### config.mk
export PLATFORM = sky130hd
export DESIGN_NAME = stopwatch_sec
export DESIGN_NICKNAME = d
export VERILOG_FILES = /design/src/rtl/timer_pkg.sv /design/src/rtl/sec_prescaler.sv /design/src/rtl/stopwatch_sec.sv
export SDC_FILE = /design/constraint.sdc
export NUM_CORES = 1
export LEC_CHECK = 0
export ABC_AREA = 0
export BUFFER_PORTS_ARGS = -buffer_cell sky130_fd_sc_hd__clkbuf_2
export CAP_MARGIN = 20
export CELL_PAD_IN_SITES_DETAIL_PLACEMENT = 0
export CELL_PAD_IN_SITES_GLOBAL_PLACEMENT = 1
export CORE_UTILIZATION = 43
export CTS_BUF_LIST = sky130_fd_sc_hd__clkbuf_8
export DETAILED_ROUTE_END_ITERATION = 6
export PLACE_DENSITY = 0.95
export SLEW_MARGIN = 40
export SYNTH_ARGS = -nofsm -noshare
export SYNTH_HDL_FRONTEND = slang
export SYNTH_SLANG_ARGS = --single-unit
### constraint.sdc
create_clock -name clk -period 2.85 [get_ports clk]
set_clock_uncertainty 0.05 [all_clocks]
set_input_delay 0.57 -clock clk [delete_from_list [all_inputs] [get_ports clk]]
set_output_delay 0.57 -clock clk [all_outputs]
set_load 0.02 [all_outputs]
### src/rtl/timer_pkg.sv
// Shared definitions for the second-based timing blocks (stopwatch and countdown timer):
// the control state encoding and the default timing/width constants.
package timer_pkg;

    typedef enum logic [1:0] {
        IDLE   = 2'd0,
        RUN    = 2'd1,
        PAUSED = 2'd2
    } timer_state_t;

    localparam int TICKS_PER_SEC_DEFAULT = 5;
    localparam int WIDTH_DEFAULT         = 16;

endpackage

### src/rtl/sec_prescaler.sv
// Divides the system clock down to one-second strobes. The count advances while
// enabled, is held while disabled, and is forced to zero by clr. The sec_tick
// output is high in the cycle whose closing edge wraps the count, so a consumer
// registering on that same edge sees the second boundary with no extra latency.
module sec_prescaler
    import timer_pkg::*;
#(
    parameter int TICKS_PER_SEC = TICKS_PER_SEC_DEFAULT
) (
    input  logic clk,
    input  logic rst,
    input  logic en,
    input  logic clr,
    output logic sec_tick
);

    localparam int              PW   = $clog2(TICKS_PER_SEC);
    localparam logic [PW-1:0]   LAST = PW'(TICKS_PER_SEC - 1);

    logic [PW-1:0] count;

    assign sec_tick = en && !clr && (count == LAST);

    // Sub-second counter: clear wins, otherwise count 0..TICKS_PER_SEC-1 while enabled
    always_ff @(posedge clk or posedge rst) begin
        if (rst) begin
            count <= '0;
        end else if (clr) begin
            count <= '0;
        end else if (en) begin
            if (count == LAST) begin
                count <= '0;
            end else begin
                count <= count + PW'(1);
            end
        end
    end

endmodule

### src/rtl/stopwatch_sec.sv
// Count-up elapsed-seconds stopwatch with start/stop/clear control, saturating
// count with sticky overflow, and optional lap capture.
// Build option: define STOPWATCH_LAP_EN to build the lap capture register;
// without it lap is ignored and lap_time/lap_valid are tied to zero.
module stopwatch_sec
    import timer_pkg::*;
#(
    parameter int TICKS_PER_SEC = TICKS_PER_SEC_DEFAULT,
    parameter int WIDTH         = WIDTH_DEFAULT
) (
    input  logic             clk,
    input  logic             rst,
    input  logic             start,
    input  logic             stop,
    input  logic             clear,
    input  logic             lap,
    output logic [WIDTH-1:0] elapsed,
    output logic [WIDTH-1:0] lap_time,
    output logic             lap_valid,
    output logic             running,
    output logic             overflow
);

    localparam logic [WIDTH-1:0] MAX_COUNT = '1;

    timer_state_t state;
    timer_state_t state_next;
    logic         presc_en;
    logic         presc_clr;
    logic         sec_tick;

    // The prescaler only moves in RUN; it is zeroed by clear and on a fresh start
    // from IDLE, but a resume from PAUSED keeps the preserved fraction.
    assign presc_en  = (state == RUN);
    assign presc_clr = clear || ((state == IDLE) && start);

    sec_prescaler #(
        .TICKS_PER_SEC(TICKS_PER_SEC)
    ) u_prescaler (
        .clk      (clk),
        .rst      (rst),
        .en       (presc_en),
        .clr      (presc_clr),
        .sec_tick (sec_tick)
    );

    // Control state register with the registered running flag
    always_ff @(posedge clk or posedge rst) begin
        if (rst) begin
            state   <= IDLE;
            running <= 1'b0;
        end else begin
            state   <= state_next;
            running <= (state_next == RUN);
        end
    end

    // Next-state decode: clear beats stop, stop beats start
    always_comb begin
        state_next = state;
        if (clear) begin
            state_next = IDLE;
        end else begin
            case (state)
                IDLE:    if (start) state_next = RUN;
                RUN:     if (stop)  state_next = PAUSED;
                PAUSED:  if (start) state_next = RUN;
                default: state_next = IDLE;
            endcase
        end
    end

    // Elapsed seconds: saturate at all-ones and latch overflow until cleared
    always_ff @(posedge clk or posedge rst) begin
        if (rst) begin
            elapsed  <= '0;
            overflow <= 1'b0;
        end else if (clear) begin
            elapsed  <= '0;
            overflow <= 1'b0;
        end else if (sec_tick) begin
            if (elapsed == MAX_COUNT) begin
                overflow <= 1'b1;
            end else begin
                elapsed <= elapsed + WIDTH'(1);
            end
        end
    end

`ifdef STOPWATCH_LAP_EN
    logic lap_capture;

    assign lap_capture = lap && !clear && ((state == RUN) || (state == PAUSED));

    // Lap register takes the pre-edge elapsed value; lap_time survives a clear
    always_ff @(posedge clk or posedge rst) begin
        if (rst) begin
            lap_time  <= '0;
            lap_valid <= 1'b0;
        end else begin
            lap_valid <= lap_capture;
            if (lap_capture) begin
                lap_time <= elapsed;
            end
        end
    end
`else
    logic unused_lap;

    assign unused_lap = lap;
    assign lap_time   = '0;
    assign lap_valid  = 1'b0;
`endif

endmodule

Word level (Yosys, flattened, before mapping). Index checks and enable logic that the tools add are counted.

Flip-flop bits (word level): 23. Word-level logic and storage cells: 38. Input bits: 6. Output and inout port bits: 35.

Equal/unequal tests: 6. Muxes and demuxes: 13. $add $sub $neg: 2. Reductions and logical operators: 12.

Operators by type and width (count): two-way mux 16 bit (3); adder 16 x 1 -> 16 bit, second input constant (1); equality test 16 bit, second input constant (1); two-way mux 3 bit (3); two-way mux 2 bit (3); nonzero test 2 bit (3); equality test 2 x 1 -> 1 bit, second input constant (2); one-hot mux 2 bit (2 select lines) (1); AND reduction 2 bit (2); adder 3 x 1 -> 3 bit, second input constant (1); equality test 3 bit, second input constant (1); logical AND 1 bit (3); two-way mux 1 bit (3); equality test 2 bit, second input constant (1); zero test 2 bit (1); inequality test 2 bit, second input constant (1); OR reduction 2 bit (1); zero test 1 bit (1); logical OR 1 bit (1).

Depth between registers and ports, before layout. Gate-level depths: netlist (run 1).

Depth after elaboration: 8. Mapped depth: 7. Gate-level depth less buffers: 6.

Cells and area by module. A second synthesis (run 1) with hierarchy kept.

Cell total of the unflattened synthesis: 155. Area, all modules: 1388.8 sq um.

By module, submodules not included: stopwatch_sec (cells each 137, area each 1211.2 sq um, instances 1); sec_prescaler (cells each 18, area each 177.7 sq um, instances 1).

Least setup slack after synthesis (run 1). No wires, ideal clock.

Path type: flip-flop to flip-flop. Start: register elapsed[0]. End: register elapsed[3]. Data required time: 2722 ps. Clock period less this slack: 1816 ps. Setup time: 78 ps. Stages on the path, launching flop included: 7. Path slack: 1034 ps. Data arrival time: 1688 ps. Cell sequence: dfrtp_1 -> ha_1 -> nand4_1 -> nor4_2 -> buf_2 -> or4_1 -> a21oi_1.

Longest elaborated chain between the ends: 4.

Ends and longest elaborated chain: start, declared (RTL line stopwatch_sec.sv:17) `output logic [WIDTH-1:0] elapsed,`; start signal, assigned (RTL line stopwatch_sec.sv:85) `elapsed <= elapsed + WIDTH'(1);`; adder 16 x 1 -> 16 bit (RTL line stopwatch_sec.sv:85); two-way mux 16 bit (RTL line stopwatch_sec.sv:82) `if (elapsed == MAX_COUNT) begin`; two-way mux 16 bit (RTL line stopwatch_sec.sv:81) `end else if (sec_tick) begin`; two-way mux 16 bit (RTL line stopwatch_sec.sv:78) `end else if (clear) begin`.

Parallel ways exist; a longest one is shown, timed or not. The select of a mux whose other input is x is not followed. A chain may end at the register's enable or synchronous reset.

Final worst setup path (run 1).
Start: register u_prescaler.count[0]. End: register elapsed[13].

Longest elaborated chain between the ends: 4.

Ends and longest elaborated chain: start, declared (RTL line sec_prescaler.sv:20) `logic [PW-1:0] count;`; start signal, assigned (RTL line sec_prescaler.sv:34) `count <= count + PW'(1);`; equality test 3 bit (RTL line sec_prescaler.sv:22) `assign sec_tick = en && !clr && (count == LAST);`; logical AND 1 bit (RTL line sec_prescaler.sv:22); nonzero test 2 bit (no source line); AND reduction 2 bit (no source line).

Every way passes these cells.

==> impl_metrics.toml, run 1 <==
[sta]
fmax_mhz = 478
hold_viol = 0
finalCritPeriodShare = 0.733
period_minus_slack_ns = 2.09
rsz0062_at_grt = "no"
whs_ns = 0.250
tightest_slew_ns = 0.605
tns_ns = 0
drv_slew = 0
slew-limit-headroom = 0.597
setup-violations-final = 0

[die]
die_h_um = 59.9
die-area_um2 = 3590
start_util = 0.462
chipWidth_um = 59.9
placementRows = 20
ios = 41
core_area_um2 = 3130

[synthesis]
synth_edf_count = 0
synth-xor-area-share = 0
synth_flop_cell = "dfrtp_1"
yosysMostFrequentCell = "dfrtp_1"
yosys.area_share.simple = 0.252
ys_warn_count = 0
seq_area_frac_synth = 0.399
syn_inst = 153
yosys.area.top_type = "dfrtp_1"
yosys-top-cells-area = "dfrtp_1, buf_4, o31ai_1"
muxShareOfSynthArea = 0.0373
yosys-top-cells-count = "dfrtp_1, buf_4, nor2_1"
async_flop_share = 1.00
synth_top_family_by_area = "simple AND/OR/NAND/NOR gates"
synth_compound_area_frac = 0.163
yosys.cell_types.count = 37
ys_ff_latch = 23
netlist.area_leader.share = 0.399
syn_area_um2 = 1440
synth_fa_ha_area_frac = 0.0260
avgSynthCellArea_um2 = 9.44

[global_routing]
grt_pass1_wl_um = 4580
gr-total-overflow = 0
met1_usage = 0.212
met3_usage = 0.0519
grt_busiest_layer = "met2"
grt_start_max_net_pins = 29
antenna_found_initial = 0
grt_util_all_layers = 0.171
grt_pass1_vias = 1061
gr-usage-met2 = 0.284

[pwr]
total_power_uw = 605
peakVddDrop_mv = 0.306
power.density_nw_per_um2 = 387
p_leak_nw = 0.699

[final_layout]
syn2layout_area_growth_pct = 8.23
regArea_um2 = 576
antenna_cells = 0
fin_nets = 184
multi_input_area_um2 = 754
fillers = 316
final_cells = 218
utilization = 0.500
drive_above_1_share = 0.213

[placed_design]
hpwl_um = 2050
place.gp.congestion = 0.786
io_buffers = 22
placed_cells = 214

[clock_tree]
cts_sinks = 23
hold_buffers = 0
tritoncts = "done"
cts_resized = 0
clk_pin_slew_worst_paths_ns = 0.08
numCtsBuffers = 3
cts_buffer_depth = 2
clk_latency_ns = 0.27
cts-root-buf = "clkbuf_8"
cts_setup_buffers = 0
cts_max_level = 1

[drt]
drc = 0
drt-pass1-iter-count = 4
viasPerCell = 5.52
via_count = 1203
routedWlPerCell_um = 13.1
initialDrtViolationCount = 16
ant_nets = 0
drt-total-wl_um = 2850

[setup_path]
crit_type = "register to register"
crit_required_ns = 2.98
critical_path_arrival_ns = 2.22
cp-end-kind = "register"
path_max_fanout = 7
cp-start-kind = "register"

[run]
max-cap-violations = 0

[outcome]
status = "complete, no violations"

[min_path]
hold_class = "primary input to async pin"
-- placed cells by master, fill, tap and decap left out, drive strengths merged --
master	netlist	final
mux2i	2	2
or3	3	3
o31ai	10	10
inv	4	5
and3	1	1
clkbuf	2	25
and4	5	5
buf	20	1
nor2	15	15
and4b	1	1
conb	1	17
a31oi	1	1
mux2	3	3
dfrtp	23	23
ha	3	3
nor3	3	3
o22ai	1	1
nor4	1	1
o211ai	2	2
a22oi	3	3
o21ai	4	4
nand2	3	3
nand3	10	10
a21oi	13	13
nand4	5	5
or4	9	9
nor2b	3	3
or2	2	2
-- metal layers --
layer	wire, um	up-vias
met1	1340	594
met3	96	5
met2	1390	26
met4	23	0
li1	-	578
met5	0	-
-- cell families after synthesis --
family / count (synthesis)
AND/OR/NAND/NOR: 61
AO/OA/AOI/OAI: 34
buffers and inverters: 26
flip-flops: 23
multiplexers: 5
adder cells (fa/ha/maj): 3
other: 1
-- worst max-delay path, cell delays in order (launching register included) --
cell,delay [ns]
dfrtp_1,0.41
inv_1,0.11
ha_1,0.15
and4b_1,0.44
o211ai_2,0.18
or4_1,0.50
a21oi_1,0.17
-- flip-flops by register name, indices dropped and copies added (netlist names) --
name / count
overflow: 1
elapsed: 16
running: 1
u_prescaler.count: 3
state: 2
-- area by class of cell --
class / count / share of cell area
Tap cell: 44 / 0.0352
Clock buffer: 3 / 0.0264
Timing Repair Buffer: 23 / 0.0753
Inverter: 4 / 0.00961
Clock inverter: 1 / 0.00240
Sequential cell: 23 / 0.368
Multi-Input combinational cell: 120 / 0.483
-- final timing paths --
check / end / slack (ns) / cells after the start / from
worst min-delay path: elapsed[1]$_DFFE_PP0P_ / 0.25 / 2 / rst
max in group asynchronous: elapsed[2]$_DFFE_PP0P_ / 2.17 / 2 / rst
worst max-delay path: elapsed[13]$_DFFE_PP0P_ / 0.76 / 6 / u_prescaler.count[0]$_DFFE_PP0P_
worst min register to register: overflow$_DFFE_PP0P_ / 0.47 / 2 / overflow$_DFFE_PP0P_
min in group clk: overflow$_DFFE_PP0P_ / 0.47 / 2 / overflow$_DFFE_PP0P_
worst max register to register: elapsed[13]$_DFFE_PP0P_ / 0.76 / 6 / u_prescaler.count[0]$_DFFE_PP0P_
-- stage by stage --
stage | setup slack [ns] | area, um2
3_3_place_gp | 0.799 | 1520
2_1_floorplan | 1.03 | 1500
4_1_cts | 0.764 | 1560
5_1_grt | 0.640 | 1560
6_report | 0.760 | 1560
3_5_place_dp | 0.753 | 1520
-- power by group --
group	internal, mW	switching [mW]
Sequential	0.332	0.00683
Combinational	0.0151	0.0511
Clock	0.0964	0.103
Total	0.444	0.161
(Power assumes the default switching activity.)
==> inputs of run 2 (changes only) <==
--- a/config.mk
+++ b/config.mk
@@ -10,10 +10,10 @@
 export CAP_MARGIN = 20
 export CELL_PAD_IN_SITES_DETAIL_PLACEMENT = 0
 export CELL_PAD_IN_SITES_GLOBAL_PLACEMENT = 1
-export CORE_UTILIZATION = 43
+export CORE_UTILIZATION = 36
 export CTS_BUF_LIST = sky130_fd_sc_hd__clkbuf_8
 export DETAILED_ROUTE_END_ITERATION = 6
-export PLACE_DENSITY = 0.95
+export PLACE_DENSITY = 0.87
 export SLEW_MARGIN = 40
 export SYNTH_ARGS = -nofsm -noshare
 export SYNTH_HDL_FRONTEND = slang
==> constraint.sdc (replaced) <==
create_clock -name clk -period 1.87 [get_ports clk]
set_clock_uncertainty 0.05 [all_clocks]
set_input_delay 0.374 -clock clk [delete_from_list [all_inputs] [get_ports clk]]
set_output_delay 0.374 -clock clk [all_outputs]
set_load 0.02 [all_outputs]
==> run 2 against run 1 <==
  * Clock power grew 56%
  * Cell count is 9.2% higher
  * Setup slack lost 0.69 ns
  * Sequential power increased by 51%
  * Clock-buffer cell count stayed put
  * Design area rose by 11%
  * Sequential share of layout area decreased by 3.5 points
  * Power grew 57%
  * Maximum frequency grew 16%
  * Die area up 19%
  * Critical endpoint is now elapsed[11]$_DFFE_PP0P_
  * Largest power group unchanged
==> impl_metrics.toml, run 2 (synthesized netlist as in run 1, its figures left out) <==
[outcome]
status = "complete, no violations"

[global_routing]
grt_util_all_layers = 0.157
gr-total-overflow = 0
grt_pass1_wl_um = 5260
grt_pass1_vias = 1114
grt_start_max_net_pins = 24
antenna_found_initial = 0

[pwr]
power.density_nw_per_um2 = 549
peakVddDrop_mv = 0.467
p_leak_nw = 0.783

[die]
die-area_um2 = 4270
die_h_um = 65.3
ios = 41
placementRows = 22
chipWidth_um = 65.3
start_util = 0.386
core_area_um2 = 3740

[sta]
slew-limit-headroom = 0.591
drv_slew = 0
tightest_slew_ns = 0.609
setup_slack_ns = 0.0743
finalCritPeriodShare = 0.960
fmax_mhz = 557
setup-violations-final = 0
whs_ns = 0.0680
rsz0062_at_grt = "yes"
hold_viol = 0
period_minus_slack_ns = 1.80

[placed_design]
placed_cells = 231
hpwl_um = 2310
io_buffers = 22
pre_cts_slack_ns = 0.00236
place.gp.congestion = 0.794

[clock_tree]
clk_pin_slew_worst_paths_ns = 0.09
numCtsBuffers = 3
cts_sinks = 23
clk_latency_ns = 0.26
hold_buffers = 0
tritoncts = "done"
cts_buffer_depth = 2
cts-root-buf = "clkbuf_8"
cts_max_level = 1

[setup_path]
r2r_start = "u_prescaler.count[1]$_DFFE_PP0P_"
crit_required_ns = 2.02
max_stage_delay_ns = 0.51
crit_type = "register to register"
worstRegToRegCells = 7
slowest_stage = "or4_1"
crit_family = "simple AND/OR/NAND/NOR gates"
critPathBufInv = 2
critical_path_arrival_ns = 1.95
cp-end-kind = "register"
path_max_fanout = 6
cp_cell_sequence = "inv_1 -> ha_1 -> and4b_1 -> buf_6 -> o211ai_4 -> or4_1 -> a21oi_2"
reg2reg_setup_slack_ns = 0.07
worstReg2RegEnd = "elapsed[11]$_DFFE_PP0P_"
cp-start-kind = "register"

[drt]
viasPerCell = 5.21
drt-total-wl_um = 3200
routedWlPerCell_um = 13.4
wl_met3_um = 103
drc = 0
routed-wl-met2_um = 1640
topRoutingLayerUsed = "met3"
wl_met1_um = 1460
ant_nets = 0
initialDrtViolationCount = 57
via_count = 1240
drt-pass1-iter-count = 4

[final_layout]
utilization = 0.462
final_cells = 238
antenna_cells = 0
layout_common_cells = "dfrtp_1, clkbuf_2, conb_1"
regMostFlops = "elapsed"
reg.largest.list = "elapsed (16), u_prescaler.count (3), state (2)"
final_common_cell = "dfrtp_1"
fin_nets = 200
syn2layout_area_growth_pct = 19.8
drive_above_1_share = 0.311
largest_reg_flops = 16

[min_path]
hold_class = "primary input to async pin"

[run]
max-cap-violations = 0
-- run 2: cell types whose count changed in the layout (fill, tap and decap cells not counted), moves of 2 or more --
cell and delta:
or4_1 -2, or4_4 +2, a21oi_2 +3, buf_4 +15, a21oi_1 -3
-- run 2: power by group --
group / switching (mW) / total, mW / internal (mW)
Combinational: 0.0874 / 0.127 / 0.0398
Clock: 0.163 / 0.310 / 0.147
Sequential: 0.00665 / 0.513 / 0.506
Total: 0.257 / 0.950 / 0.693
-- run 2: worst max-delay path by stage --
stage	startpoint	endpoint	cells after the start
after floorplan	elapsed[0]$_DFFE_PP0P_	elapsed[3]$_DFFE_PP0P_	6
after global placement	u_prescaler.count[0]$_DFFE_PP0P_	elapsed[13]$_DFFE_PP0P_	7
final	u_prescaler.count[1]$_DFFE_PP0P_	elapsed[11]$_DFFE_PP0P_	7
after CTS	u_prescaler.count[0]$_DFFE_PP0P_	elapsed[15]$_DFFE_PP0P_	7
after detailed placement	u_prescaler.count[0]$_DFFE_PP0P_	elapsed[13]$_DFFE_PP0P_	7
after global routing	u_prescaler.count[1]$_DFFE_PP0P_	elapsed[11]$_DFFE_PP0P_	7
-- run 2: tightest hold or removal path: stages --
cell and delay, ns:
clkbuf_2 0.08, inv_1 0.04, buf_4 0.29
-- run 2: area by class of cell --
cell class                 instances  area, um2
inverter                           4       15.0
clock buffer                       3       41.3
fill                             394       2010
tap                               48       60.1
sequential                        23        576
timing repair buffer              39        241
clock inverter                     1       3.75
multi-input combinational        120        792
-- run 2: per-stage QoR --
stage | total power [mW] | TNS (ns) | area [um2]
after floorplan | 0.634 | 0 | 1500
after global placement | 0.642 | 0 | 1620
after detailed placement | 0.644 | 0 | 1620
after CTS | 0.959 | 0 | 1670
after global routing | 0.995 | -0.0733 | 1730
final | 0.950 | 0 | 1730
-- run 2: repair_timing --
item / 4_1_cts / 5_1_grt
hold endpoints to repair: 0 / 0
setup buffers: 0 / 3
resized for setup: 1 / 9
endpoints found under the setup margin: 1 / 12
gates cloned: 0 / 0
pin swaps: 0 / 5
-- run 2: layer usage --
layer  track usage  vias up
li1              -      618
met1         0.216      594
met5             0        -
met4        0.0299        0
met2         0.253       28
met3        0.0347        0
==> inputs of run 3 (changes only) <==
--- a/config.mk
+++ b/config.mk
@@ -6,7 +6,7 @@
 export NUM_CORES = 1
 export LEC_CHECK = 0
 export ABC_AREA = 0
-export BUFFER_PORTS_ARGS = -buffer_cell sky130_fd_sc_hd__clkbuf_2
+export BUFFER_PORTS_ARGS = -buffer_cell sky130_fd_sc_hd__buf_2
 export CAP_MARGIN = 20
 export CELL_PAD_IN_SITES_DETAIL_PLACEMENT = 0
 export CELL_PAD_IN_SITES_GLOBAL_PLACEMENT = 1
@@ -14,6 +14,7 @@
 export CTS_BUF_LIST = sky130_fd_sc_hd__clkbuf_8
 export DETAILED_ROUTE_END_ITERATION = 6
 export PLACE_DENSITY = 0.87
+export RECOVER_POWER = 25
 export SLEW_MARGIN = 40
 export SYNTH_ARGS = -nofsm -noshare
 export SYNTH_HDL_FRONTEND = slang
==> run 3 against run 2 <==
  * Critical path depth did not move
  * Worst hold slack improved by 0.26 ns
  * Die area did not move
  * Flip-flop and latch count did not move
  * Routed wire length fell by 1.3%
  * Clock power barely moved
  * Combinational power fell by 3%
  * Setup slack got worse by 0.014 ns
  * First-iteration DRC count rose by 12%
  * Cell count fell by 0.84%
  * Power fell by 0.31%
==> impl_metrics.toml, run 3 (synthesized netlist as in run 1, its figures left out) <==
[setup_path]
max_stage_delay_ns = 0.53
path_depth = 7
crit_required_ns = 2.02
critPathBufInv = 2
path_max_fanout = 7
worstRegToRegCells = 7
crit_family = "simple AND/OR/NAND/NOR gates"
cp-start-kind = "register"
crit_type = "register to register"
cp_cell_sequence = "inv_1 -> ha_1 -> and4b_1 -> buf_6 -> nor2_2 -> or4_4 -> a21oi_2"
slowest_stage = "or4_4"
cp-end-kind = "register"
critical_path_arrival_ns = 1.96

[final_layout]
syn2layout_area_growth_pct = 19.0
drive_above_1_share = 0.324
reg.largest.list = "elapsed (16), u_prescaler.count (3), state (2)"
final_area_um2 = 1720
largest_reg_flops = 16
regArea_um2 = 576
fillers = 402
multi_input_area_um2 = 798
fin_nets = 198
regMostFlops = "elapsed"
layout_common_cells = "dfrtp_1, buf_2, conb_1"
final_common_cell = "dfrtp_1"
utilization = 0.459
antenna_cells = 0
final_cells = 236

[global_routing]
grt_pass1_wl_um = 4840
grt_util_all_layers = 0.144
grt_start_max_net_pins = 24
gr-total-overflow = 0
grt_pass1_vias = 1079
antenna_found_initial = 0

[clock_tree]
cts_max_level = 1
cts_sinks = 23
cts_buffer_depth = 2
clk_latency_ns = 0.26
tritoncts = "done"
cts-root-buf = "clkbuf_8"
numCtsBuffers = 3
clk_pin_slew_worst_paths_ns = 0.08

[drt]
initialDrtViolationCount = 64
drt-total-wl_um = 3160
viasPerCell = 5.26
drt-pass1-iter-count = 4
drc = 0
ant_nets = 0
routedWlPerCell_um = 13.4
via_count = 1242

[sta]
finalCritPeriodShare = 0.968
rsz0062_at_grt = "yes"
drv_slew = 0
setup-violations-final = 0
slew-limit-headroom = 0.160
hold_viol = 0
fmax_mhz = 553
period_minus_slack_ns = 1.81
whs_ns = 0.329
tightest_slew_ns = 1.26

[die]
start_util = 0.386
core_area_um2 = 3740
placementRows = 22
die_h_um = 65.3
die-area_um2 = 4270
ios = 41
chipWidth_um = 65.3

[pwr]
power.share.sequential = 0.542
total_power_uw = 947
power_frac_clock = 0.328
peakVddDrop_mv = 0.631
sw_frac_of_total = 0.270
p_leak_nw = 0.782
combPwrFrac = 0.130
internal-power_uw = 692
p_sw_uw = 256
power.density_nw_per_um2 = 551

[min_path]
min_path_cells = 3
hold_class = "primary input to register"

[placed_design]
placed_cells = 230
io_buffers = 22
post_dp_cell_area_um2 = 1610
hpwl_um = 2270
place.gp.congestion = 0.764

[outcome]
status = "complete, no violations"

[run]
max-cap-violations = 0
-- run 3: power by group through the flow --
stage | clock network, mW | registers (mW) | logic, mW
after floorplan | 0 | 0.530 | 0.104
after global placement | 0 | 0.523 | 0.118
after detailed placement | 0 | 0.523 | 0.120
after CTS | 0.322 | 0.513 | 0.123
after global routing | 0.339 | 0.515 | 0.137
final | 0.311 | 0.513 | 0.123
-- run 3: worst reg2reg max path, cell delays in order, from the launching register on --
cell and delay, ns:
dfrtp_1 0.40, inv_1 0.06, ha_1 0.14, and4b_1 0.19
buf_6 0.15, nor2_2 0.08, or4_4 0.53, a21oi_2 0.14
-- run 3: stage by stage --
stage / setup TNS, ns / worst slack, ns
6_report: 0 / 0.0605
5_1_grt: -0.0332 / -0.0162
4_1_cts: 0 / 0.00174
3_5_place_dp: -0.0103 / -0.00670
3_3_place_gp: 0 / 0.0447
2_1_floorplan: 0 / 0.0541
-- run 3: worst paths after layout --
check                                                  from                      end  slack [ns]
max                        u_prescaler.count[1]$_DFFE_PP0P_   elapsed[3]$_DFFE_PP0P_        0.06
min                                                    stop       state[1]$_DFF_PP0_        0.33
max reg2reg                u_prescaler.count[1]$_DFFE_PP0P_   elapsed[3]$_DFFE_PP0P_        0.06
min reg2reg                            overflow$_DFFE_PP0P_     overflow$_DFFE_PP0P_        0.48
max in group asynchronous                               rst  elapsed[11]$_DFFE_PP0P_        0.58
min in group asynchronous                               rst        running$_DFF_PP0_        0.45
-- run 3: timing repair --
item                                    4_1_cts  5_1_grt
gates resized for setup                       2       11
hold buffers                                  0        0
endpoints found under the setup margin        2        8
pin swaps                                     0        5
setup buffers                                 1        1
gates cloned                                  0        0
-- run 3: layer usage --
metal  GRT usage  vias up  wire length [um]
li1            -      614                 -
met1       0.178      604              1410
met2       0.259       22              1640
met3      0.0347        2                94
met4      0.0190        0                13
met5           0        -                 0
-- run 3: layout make-up --
| cell class | count | share of cell area |
|---|---|---|
| clock inverter | 1 | 0.00291 |
| timing repair buffer | 37 | 0.130 |
| sequential | 23 | 0.335 |
| tap | 48 | 0.0350 |
| inverter | 4 | 0.00874 |
| clock buffer | 3 | 0.0240 |
| multi-input combinational | 120 | 0.465 |
